<file path="src/rtl/ysyx_22050518_ifu_resp.sv">
`default_nettype none
// ============================================================================
//  Module   : ysyx_22050518_ifu_resp
//  Purpose  : Instruction-fetch responder. Samples the fetch address from the
//             first stage and issues one 64-bit read per instruction. It then
//             selects the 32-bit word and returns it with valid/error flags.
//             Honours back-pressure and drops in-flight fetches on flush.
//  Options  : YSYX_22050518_IFU_LINEBUF_EN - single 64-bit line buffer that
//             serves repeat hits without a memory request.
//  Revision : 1.0 - initial release
// ============================================================================
module ysyx_22050518_ifu_resp #(
    parameter logic [31:0] RESET_IR = 32'h00000013
) (
    input  logic        clk,
    input  logic        rst_n,
    input  logic        fetch_en,
    input  logic [63:0] ira,
    input  logic        fetch_ready,
    input  logic        flush,
    output logic [31:0] ir,
    output logic        ivalid,
    output logic        ierr,
    output logic        mem_req_valid,
    input  logic        mem_req_ready,
    output logic [63:0] mem_req_addr,
    input  logic        mem_resp_valid,
    input  logic [63:0] mem_resp_data,
    input  logic        mem_resp_err
);

    typedef enum logic [2:0] {
        S_IDLE  = 3'd0,
        S_REQ   = 3'd1,
        S_WAIT  = 3'd2,
        S_OUT   = 3'd3,
        S_DRAIN = 3'd4
    } state_t;

    state_t      state_q, state_d;
    // Bits [1:0] of the fetch address only matter at sampling time, so they
    // are not stored.
    logic [63:2] fetch_addr_q, fetch_addr_d;
    logic [31:0] ir_q, ir_d;
    logic        ierr_q, ierr_d;
    logic        ivalid_q, ivalid_d;
    logic        req_valid_q, req_valid_d;

    logic        take_ira;
    logic [31:0] resp_word;
    logic        lb_hit;
    logic [31:0] lb_word;

    // Word select of the returning 64-bit beat by the stored address bit 2.
    assign resp_word = fetch_addr_q[2] ? mem_resp_data[63:32] : mem_resp_data[31:0];

`ifdef YSYX_22050518_IFU_LINEBUF_EN
    logic        lb_valid_q, lb_valid_d;
    logic [63:3] lb_tag_q, lb_tag_d;
    logic [63:0] lb_data_q, lb_data_d;
    logic        lb_resp;

    // A response is only consumed in WAIT/DRAIN; late beats elsewhere are
    // stale and must not pollute the buffer.
    assign lb_resp = mem_resp_valid && ((state_q == S_WAIT) || (state_q == S_DRAIN));
    assign lb_hit  = lb_valid_q && (lb_tag_q == ira[63:3]);
    assign lb_word = ira[2] ? lb_data_q[63:32] : lb_data_q[31:0];

    // Line buffer update: fill on clean responses, invalidate on bus errors.
    // A flushed response is still correct data for its address, so it fills.
    always_comb begin
        lb_valid_d = lb_valid_q;
        lb_tag_d   = lb_tag_q;
        lb_data_d  = lb_data_q;
        if (lb_resp) begin
            if (mem_resp_err) begin
                lb_valid_d = 1'b0;
            end else begin
                lb_valid_d = 1'b1;
                lb_tag_d   = fetch_addr_q[63:3];
                lb_data_d  = mem_resp_data;
            end
        end
    end

    // Line buffer registers.
    always_ff @(posedge clk or negedge rst_n) begin
        if (!rst_n) begin
            lb_valid_q <= 1'b0;
            lb_tag_q   <= '0;
            lb_data_q  <= '0;
        end else begin
            lb_valid_q <= lb_valid_d;
            lb_tag_q   <= lb_tag_d;
            lb_data_q  <= lb_data_d;
        end
    end
`else
    assign lb_hit  = 1'b0;
    assign lb_word = RESET_IR;
`endif

    // Next-state and registered-output computation for the fetch FSM.
    always_comb begin
        state_d      = state_q;
        fetch_addr_d = fetch_addr_q;
        ir_d         = ir_q;
        ierr_d       = ierr_q;
        ivalid_d     = ivalid_q;
        req_valid_d  = req_valid_q;
        take_ira     = 1'b0;

        case (state_q)
            S_IDLE: begin
                if (fetch_en && !flush) begin
                    take_ira = 1'b1;
                end
            end
            S_REQ: begin
                if (mem_req_ready) begin
                    // Handshake completes even under flush; the response
                    // then has to be drained.
                    req_valid_d = 1'b0;
                    state_d     = flush ? S_DRAIN : S_WAIT;
                end else if (flush) begin
                    req_valid_d = 1'b0;
                    state_d     = S_IDLE;
                end
            end
            S_WAIT: begin
                if (mem_resp_valid) begin
                    if (flush) begin
                        // Response already here: nothing left to drain.
                        state_d = S_IDLE;
                    end else begin
                        state_d  = S_OUT;
                        ivalid_d = 1'b1;
                        ir_d     = resp_word;
                        ierr_d   = mem_resp_err;
                    end
                end else if (flush) begin
                    state_d = S_DRAIN;
                end
            end
            S_OUT: begin
                if (flush) begin
                    state_d  = S_IDLE;
                    ivalid_d = 1'b0;
                    ir_d     = RESET_IR;
                    ierr_d   = 1'b0;
                end else if (fetch_ready) begin
                    if (fetch_en) begin
                        take_ira = 1'b1;
                    end else begin
                        state_d  = S_IDLE;
                        ivalid_d = 1'b0;
                        ir_d     = RESET_IR;
                        ierr_d   = 1'b0;
                    end
                end
            end
            S_DRAIN: begin
                if (mem_resp_valid) begin
                    state_d = S_IDLE;
                end
            end
            default: begin
                state_d     = S_IDLE;
                ivalid_d    = 1'b0;
                req_valid_d = 1'b0;
                ir_d        = RESET_IR;
                ierr_d      = 1'b0;
            end
        endcase

        // Sampling a new address: misaligned -> immediate error, buffer hit
        // -> immediate data, otherwise start a memory read.
        if (take_ira) begin
            fetch_addr_d = ira[63:2];
            if (ira[1:0] != 2'b00) begin
                state_d     = S_OUT;
                ivalid_d    = 1'b1;
                ierr_d      = 1'b1;
                ir_d        = RESET_IR;
                req_valid_d = 1'b0;
            end else if (lb_hit) begin
                state_d     = S_OUT;
                ivalid_d    = 1'b1;
                ierr_d      = 1'b0;
                ir_d        = lb_word;
                req_valid_d = 1'b0;
            end else begin
                state_d     = S_REQ;
                ivalid_d    = 1'b0;
                ierr_d      = 1'b0;
                ir_d        = RESET_IR;
                req_valid_d = 1'b1;
            end
        end
    end

    // FSM state and registered outputs.
    always_ff @(posedge clk or negedge rst_n) begin
        if (!rst_n) begin
            state_q      <= S_IDLE;
            fetch_addr_q <= '0;
            ir_q         <= RESET_IR;
            ierr_q       <= 1'b0;
            ivalid_q     <= 1'b0;
            req_valid_q  <= 1'b0;
        end else begin
            state_q      <= state_d;
            fetch_addr_q <= fetch_addr_d;
            ir_q         <= ir_d;
            ierr_q       <= ierr_d;
            ivalid_q     <= ivalid_d;
            req_valid_q  <= req_valid_d;
        end
    end

    assign ir            = ir_q;
    assign ierr          = ierr_q;
    assign ivalid        = ivalid_q;
    assign mem_req_valid = req_valid_q;
    // Request address is a pure function of the stored fetch address, so it
    // is stable for the whole REQ phase.
    assign mem_req_addr  = {fetch_addr_q[63:3], 3'b000};

endmodule
`default_nettype wire

</file>
<file path="config.mk">
export PLATFORM = sky130hd
export DESIGN_NAME = ysyx_22050518_ifu_resp
export DESIGN_NICKNAME = d
export VERILOG_FILES = /design/src/rtl/ysyx_22050518_ifu_resp.sv
export SDC_FILE = /design/constraint.sdc
export NUM_CORES = 1
export LEC_CHECK = 0
export ABC_AREA = 1
export BUFFER_PORTS_ARGS = -buffer_cell sky130_fd_sc_hd__buf_2
export CORE_MARGIN = 2
export CORE_UTILIZATION = 45
export CTS_BUF_LIST = sky130_fd_sc_hd__clkbuf_4 sky130_fd_sc_hd__clkbuf_8
export CTS_CLUSTER_DIAMETER = 60
export DETAILED_ROUTE_END_ITERATION = 6
export PLACE_DENSITY = 0.78
export RECOVER_POWER = 25
export REMOVE_ABC_BUFFERS = 1
export SLEW_MARGIN = 20
export SYNTH_ARGS = -nofsm -noshare
export SYNTH_HDL_FRONTEND = slang
export SYNTH_SLANG_ARGS = --single-unit
</file>
<file path="constraint.sdc">
create_clock -name clk -period 1.78 [get_ports clk]
set_clock_uncertainty 0.2 [all_clocks]
set_input_delay 0.356 -clock clk [delete_from_list [all_inputs] [get_ports clk]]
set_output_delay 0.356 -clock clk [all_outputs]
set_load 0.005 [all_outputs]
</file>
### Yosys cells after proc, flatten, opt, wreduce, memory -nomap -nowiden

Index checks and enable logic that the tools add are counted.

* bits in registers: 100
* output and inout port bits: 99
* logic and storage cells: 72

* equality and inequality tests: 14
* mux-type cells: 43
* reduce and logical (&&, ||, !) cells: 9

Operator list (count)
* 2-to-1 mux 32 bit: 7
* one-hot mux 32 bit (3 select lines): 1
* 2-to-1 mux 3 bit: 10
* 2-to-1 mux 1 bit: 18
* inequality test 4 bit, second input constant: 4
* one-hot mux 3 bit (5 select lines): 1
* inequality test 3 bit, second input constant: 3
* equality test 3 x 2 -> 1 bit, second input constant: 2
* one-hot mux 1 bit (3 select lines): 2
* AND reduction 6 bit: 1
* AND reduction 5 bit: 1
* 2-to-1 mux 2 bit: 2
* inequality test 2 x 1 -> 1 bit, second input constant: 2
* one-hot mux 1 bit (2 select lines): 2
* OR reduction 4 bit: 1
* equality test 3 x 1 -> 1 bit, second input constant: 1
* equality test 3 bit, second input constant: 1
* logical NOT 3 bit: 1
* OR reduction 3 bit: 1
* inequality test 2 bit, second input constant: 1
* AND reduction 2 bit: 1
* nonzero test 2 bit: 1
* logical AND 1 bit: 1
* logical NOT 1 bit: 1

### Longest topological paths before layout

* depth in word-level cells: 6
* gate-level depth with buffers: 10
* mapped depth without buffers: 9

### Least setup slack after synthesis

OpenSTA, ideal clock, no wires.

* path kind: flip-flop to flip-flop
* start point: register state_q[2]
* end point: register ivalid_q (netlist: ivalid)
* arrival: 1172 ps
* slack: 289 ps
* stages on the path, launching flop included: 10
* period minus slack after synthesis: 1491 ps
* cell sequence: dfrtp_1 -> inv_2 -> nand2_1 -> nor2_2 -> nand2_1 -> nand2_2 -> inv_2 -> buf_4 -> nand3_1 -> nand2_1

* cells in the longest elaborated chain, start to end: 4
* elaborated cells between the ends (all ways): 15
* those cells by class: eq/ne (9); mux (3); reduce/logical (3)

Ends and longest elaborated chain
* start, declared: RTL line 40 `state_t state_q, state_d;`
* start signal, assigned: RTL line 212 `state_q <= state_d;`
* equality test 3 x 2 -> 1 bit, or another cell as far along: RTL line 113 `case (state_q)`
* one-hot mux 1 bit (2 select lines) / OR reduction 3 bit (equally long branches)
* inequality test 4 bit (no source line), or another cell as far along
* AND reduction 5 bit (no source line) / 2-to-1 mux 1 bit (equally long branches)
* end signal, assigned: RTL line 216 `ivalid_q <= ivalid_d;`
* end, declared: RTL line 46 `logic ivalid_q, ivalid_d;`

Several ways; a longest one is shown, not always the timed one.
A chain may end at the register's enable or synchronous reset.

### Worst setup path in the final report

* start point: register state_q[2]
* end point: register ir_q[26] (netlist: ir[26])

* cells in the longest elaborated chain, start to end: 4
* elaborated cells between the ends (all ways): 15
* those cells by class: eq/ne (9); mux (3); reduce/logical (3)

Ends and longest elaborated chain
* equality test 3 x 2 -> 1 bit, or another cell as far along: RTL line 113
* one-hot mux 1 bit (2 select lines) / OR reduction 3 bit (equally long branches)
* inequality test 4 bit (no source line), or another cell as far along
* AND reduction 5 bit (no source line) / 2-to-1 mux 32 bit (equally long branches)
* end signal, assigned: RTL line 214 `ir_q <= ir_d;`
* end, declared: RTL line 44 `logic [31:0] ir_q, ir_d;`

Several ways; a longest one is shown, not always the timed one.

==> flow_summary.rst <==
.. list-table::
   :header-rows: 1

   * - Metric
     - Value
   * - Status
     - finished, final reports clean
   * - CTS H-Tree Depth
     - 3
   * - FF+latch area
     - 0.00251 sq mm
   * - Final Cycle Share
     - between 90% and 100%
   * - Largest cells by area after synthesis
     - sky130_fd_sc_hd__dfrtp_1 (49%), sky130_fd_sc_hd__nand2_1 (27%), sky130_fd_sc_hd__buf_4 (11%), sky130_fd_sc_hd__nand3_1 (4.0%), sky130_fd_sc_hd__dfstp_2 (1.6%)
   * - Number of cells produced by synthesis
     - 631
   * - Total grt overflow
     - 0
   * - Unrepaired setup endpoints after global routing
     - no
   * - Detail-routed net length per standard cell
     - between 10 and 15 um
   * - Time the final worst path needs with I/O delays and setup
     - 1.66 ns
   * - Total of flip-flops plus latches after synthesis
     - 100
   * - Static Leakage
     - 3.82 nW
   * - Yosys warnings
     - 0
   * - Placeable Area
     - 0.0107 sq mm
   * - Critical Path End Type
     - flip-flop
   * - Most frequent cells in the layout
     - sky130_fd_sc_hd__nand2_1 (347), sky130_fd_sc_hd__buf_2 (230), sky130_fd_sc_hd__dfrtp_1 (97), sky130_fd_sc_hd__nand3_1 (39), sky130_fd_sc_hd__dlygate4sd3_1 (34)
   * - Cell chosen for the clock root
     - sky130_fd_sc_hd__clkbuf_8
   * - Data required time of the critical path
     - 1.83 ns
   * - Routed vias/inst
     - ~4.6
   * - CTS buffer count
     - 9
   * - Top delay family on crit path
     - simple AND/OR/NAND/NOR gates
   * - Average footprint of a synthesized cell
     - 7.77 sq um
   * - Final-report hold violation count
     - 0
   * - Arrival time at the worst endpoint
     - roughly 1.7 ns
   * - Max-slew violations
     - 0
   * - Number of DRC markers after the initial detailed-route iteration
     - 245
   * - DRC Markers
     - 0
   * - Critical path cell sequence
     - inv_2 -> nand2_1 -> nor2_2 -> nand2_1 -> nand2_2 -> inv_2 -> buf_16 -> nand3_1 -> nand2_1
   * - Max Cap Violations
     - 0
   * - Type of the worst min-delay path
     - in -> reg
   * - EDFF count, synth
     - 0
   * - DP HPWL
     - 8360 um
   * - Area added between synthesis and finish
     - 29.5%
   * - Worst Setup Path Type
     - reg -> reg
   * - Max Clock Freq
     - 0.601 GHz
   * - Category of the worst setup path launch point
     - flip-flop
   * - Site Rows
     - 38
   * - Fraction of synthesis flops using an asynchronous set or reset pin
     - 100%
   * - Port-buffer cells
     - 231
   * - Post-synth top flop
     - sky130_fd_sc_hd__dfrtp_1
   * - Num Clock Sinks
     - 100
   * - Slew at the pin closest to its max-slew limit
     - about 0.54 ns
   * - Wire length of the first global-routing pass
     - 18700 um
   * - Maximum number of buffers from clock root to sink
     - 2
   * - Finish-stage setup viols
     - 0
   * - Crit path buffers/inverters
     - 3
   * - PD cells
     - between 1000 and 1500 mW/mm^2
   * - Crit-path most repeated cell
     - sky130_fd_sc_hd__nand2_1
   * - Die X-Extent
     - roughly 110 um
   * - Via count of the first global-routing pass
     - 4233
   * - Synthesized cell area
     - 0.00491 sq mm
   * - Number of iterations in the first detailed-routing pass
     - 4
   * - Antenna violations before repair
     - 0
   * - Unique masters post-synth
     - 21
   * - Worst max-slew margin expressed relative to the limit
     - 63.7%
   * - Fin nets
     - 964
   * - Vertical die dimension
     - 108 um
   * - Number of I/O pins
     - 235
   * - Clock-pin transition on the worst setup and hold timing paths
     - about 0.1 ns
   * - Cell with the largest stage delay on the worst path
     - sky130_fd_sc_hd__dfrtp_1
   * - Routed vias
     - 4482
   * - Area used by multi-input combinational logic
     - 0.00172 sq mm
   * - Proportion of layout cells with a drive suffix above 1
     - around 33%
   * - Final design instance area without fill
     - 0.00635 sq mm
   * - Total placed instance area
     - 0.00575 sq mm
   * - Post-synth top area cell
     - sky130_fd_sc_hd__dfrtp_1
   * - Area fraction of the dominant cell type after synthesis
     - 49.5%
   * - Total global routing track utilization
     - just under 20%
   * - Critical path peak fanout
     - 44
   * - # diodes
     - 0
   * - Core Util, Final
     - 59.1%
   * - Total chip power
     - roughly 9 mW
   * - Post-DRT Antenna Nets
     - 0
   * - Pin count of the biggest net entering global routing
     - 88
   * - Min setup slack post-route
     - 0.116 ns
   * - Clock tree from TritonCTS
     - built
   * - Maximum resistive drop on vdd
     - 581 uV
   * - Effective utilization at floorplan
     - 45.7%
   * - Leading cell type in the layout, fill and taps excluded
     - sky130_fd_sc_hd__nand2_1
   * - Seq/Total Area, Yosys
     - 51.1%
   * - Weighted congestion reported at the end of routability-driven placement
     - 0.789
   * - Count of filler cells inserted in the layout
     - ~1000
   * - TNS Setup
     - 0 ns
   * - Die Footprint
     - 0.0118 sq mm
   * - Detailed Route WL
     - 12200 um
   * - Worst skew pair latency
     - approximately 0.34 ns
   * - Worst setup slack before clock tree synthesis
     - around 0.058 ns
   * - Highest cell delay on the worst timing path
     - 0.43 ns
## tightest hold or removal path: cells and delay by family
family	cells	cell delay, ns
buf+inv	1	0.08
simple gates	2	0.11
## metrics by stage
stage	hold slack [ns]	cells
after floorplan	-0.140	539
after global placement	-0.0282	920
after detailed placement	-0.0261	920
final	0.0159	973
after CTS	0.000248	970
after global routing	0.000125	973
## layout make-up
| class | instances | share of cell area [%] |
|---|---|---|
| well taps | 140 | 2.76 |
| inverters | 10 | 0.591 |
| clock inverters | 6 | 1.50 |
| repair buffers | 278 | 26.6 |
| clock buffers | 10 | 2.07 |
| flip-flops and latches | 100 | 39.4 |
| multi-input cells | 429 | 27.0 |
## where the power goes
part	switching [mW]	total, mW	internal [mW]
logic	2.14	3.74	1.61
registers	0.507	3.72	3.22
clock network	0.782	1.61	0.823
total	3.43	9.07	5.65
## state kept, by name (all words and copies together) (netlist names)
name and count:
ivalid 1, ierr 1, fetch_addr_q 62, mem_req_valid 1, state_q 3, ir 32
## per-layer routing
layer / share of wire [%] / GRT usage, % / up-vias
met5: 0 / 0 / -
met4: 2.0 / 6.78 / 0
met3: 8.2 / 4.76 / 23
met2: 47 / 35.7 / 180
met1: 43 / 22.8 / 2020
li1: - / - / 2259
## cell usage after synthesis, types with 4 or more instances
cell / n
sky130_fd_sc_hd__nor2_1: 14
sky130_fd_sc_hd__nand3_1: 39
sky130_fd_sc_hd__nand4_1: 4
sky130_fd_sc_hd__nand2_1: 347
sky130_fd_sc_hd__dfrtp_1: 97
sky130_fd_sc_hd__clkbuf_1: 7
sky130_fd_sc_hd__o21ai_0: 6
sky130_fd_sc_hd__buf_2: 12
sky130_fd_sc_hd__inv_2: 5
sky130_fd_sc_hd__inv_1: 5
sky130_fd_sc_hd__nor2_2: 4
sky130_fd_sc_hd__buf_4: 73
sky130_fd_sc_hd__o21ai_1: 4
## worst paths after layout
path	from	end	slack [ns]	cells after the start
setup reg to reg	state_q[2]	ir[26]	0.12	9
min in group asynchronous	rst_n	ir[20]	0.18	2
setup / recovery	state_q[2]	ir[26]	0.12	9
max in group asynchronous	rst_n	fetch_addr_q[7]	0.31	3
hold reg to reg	fetch_addr_q[18]	fetch_addr_q[18]	0.27	2
hold / removal	ira[61]	fetch_addr_q[61]	0.02	3
## timing repair
item                                    CTS  global route
endpoints found under the setup margin    0            37
hold buffers                             34             0
resized for setup                         0             2
buffers inserted                          0             2
hold endpoints to repair                130             0
## kinds of logic after synthesis
group	share of synthesized area, %
and+or+nand+nor	33.2
DFF	51.1
buffers and inverters	14.2
AOI/OAI and AO/OA	1.48
other	0.0764
Power figures use the tool's default switching activity.
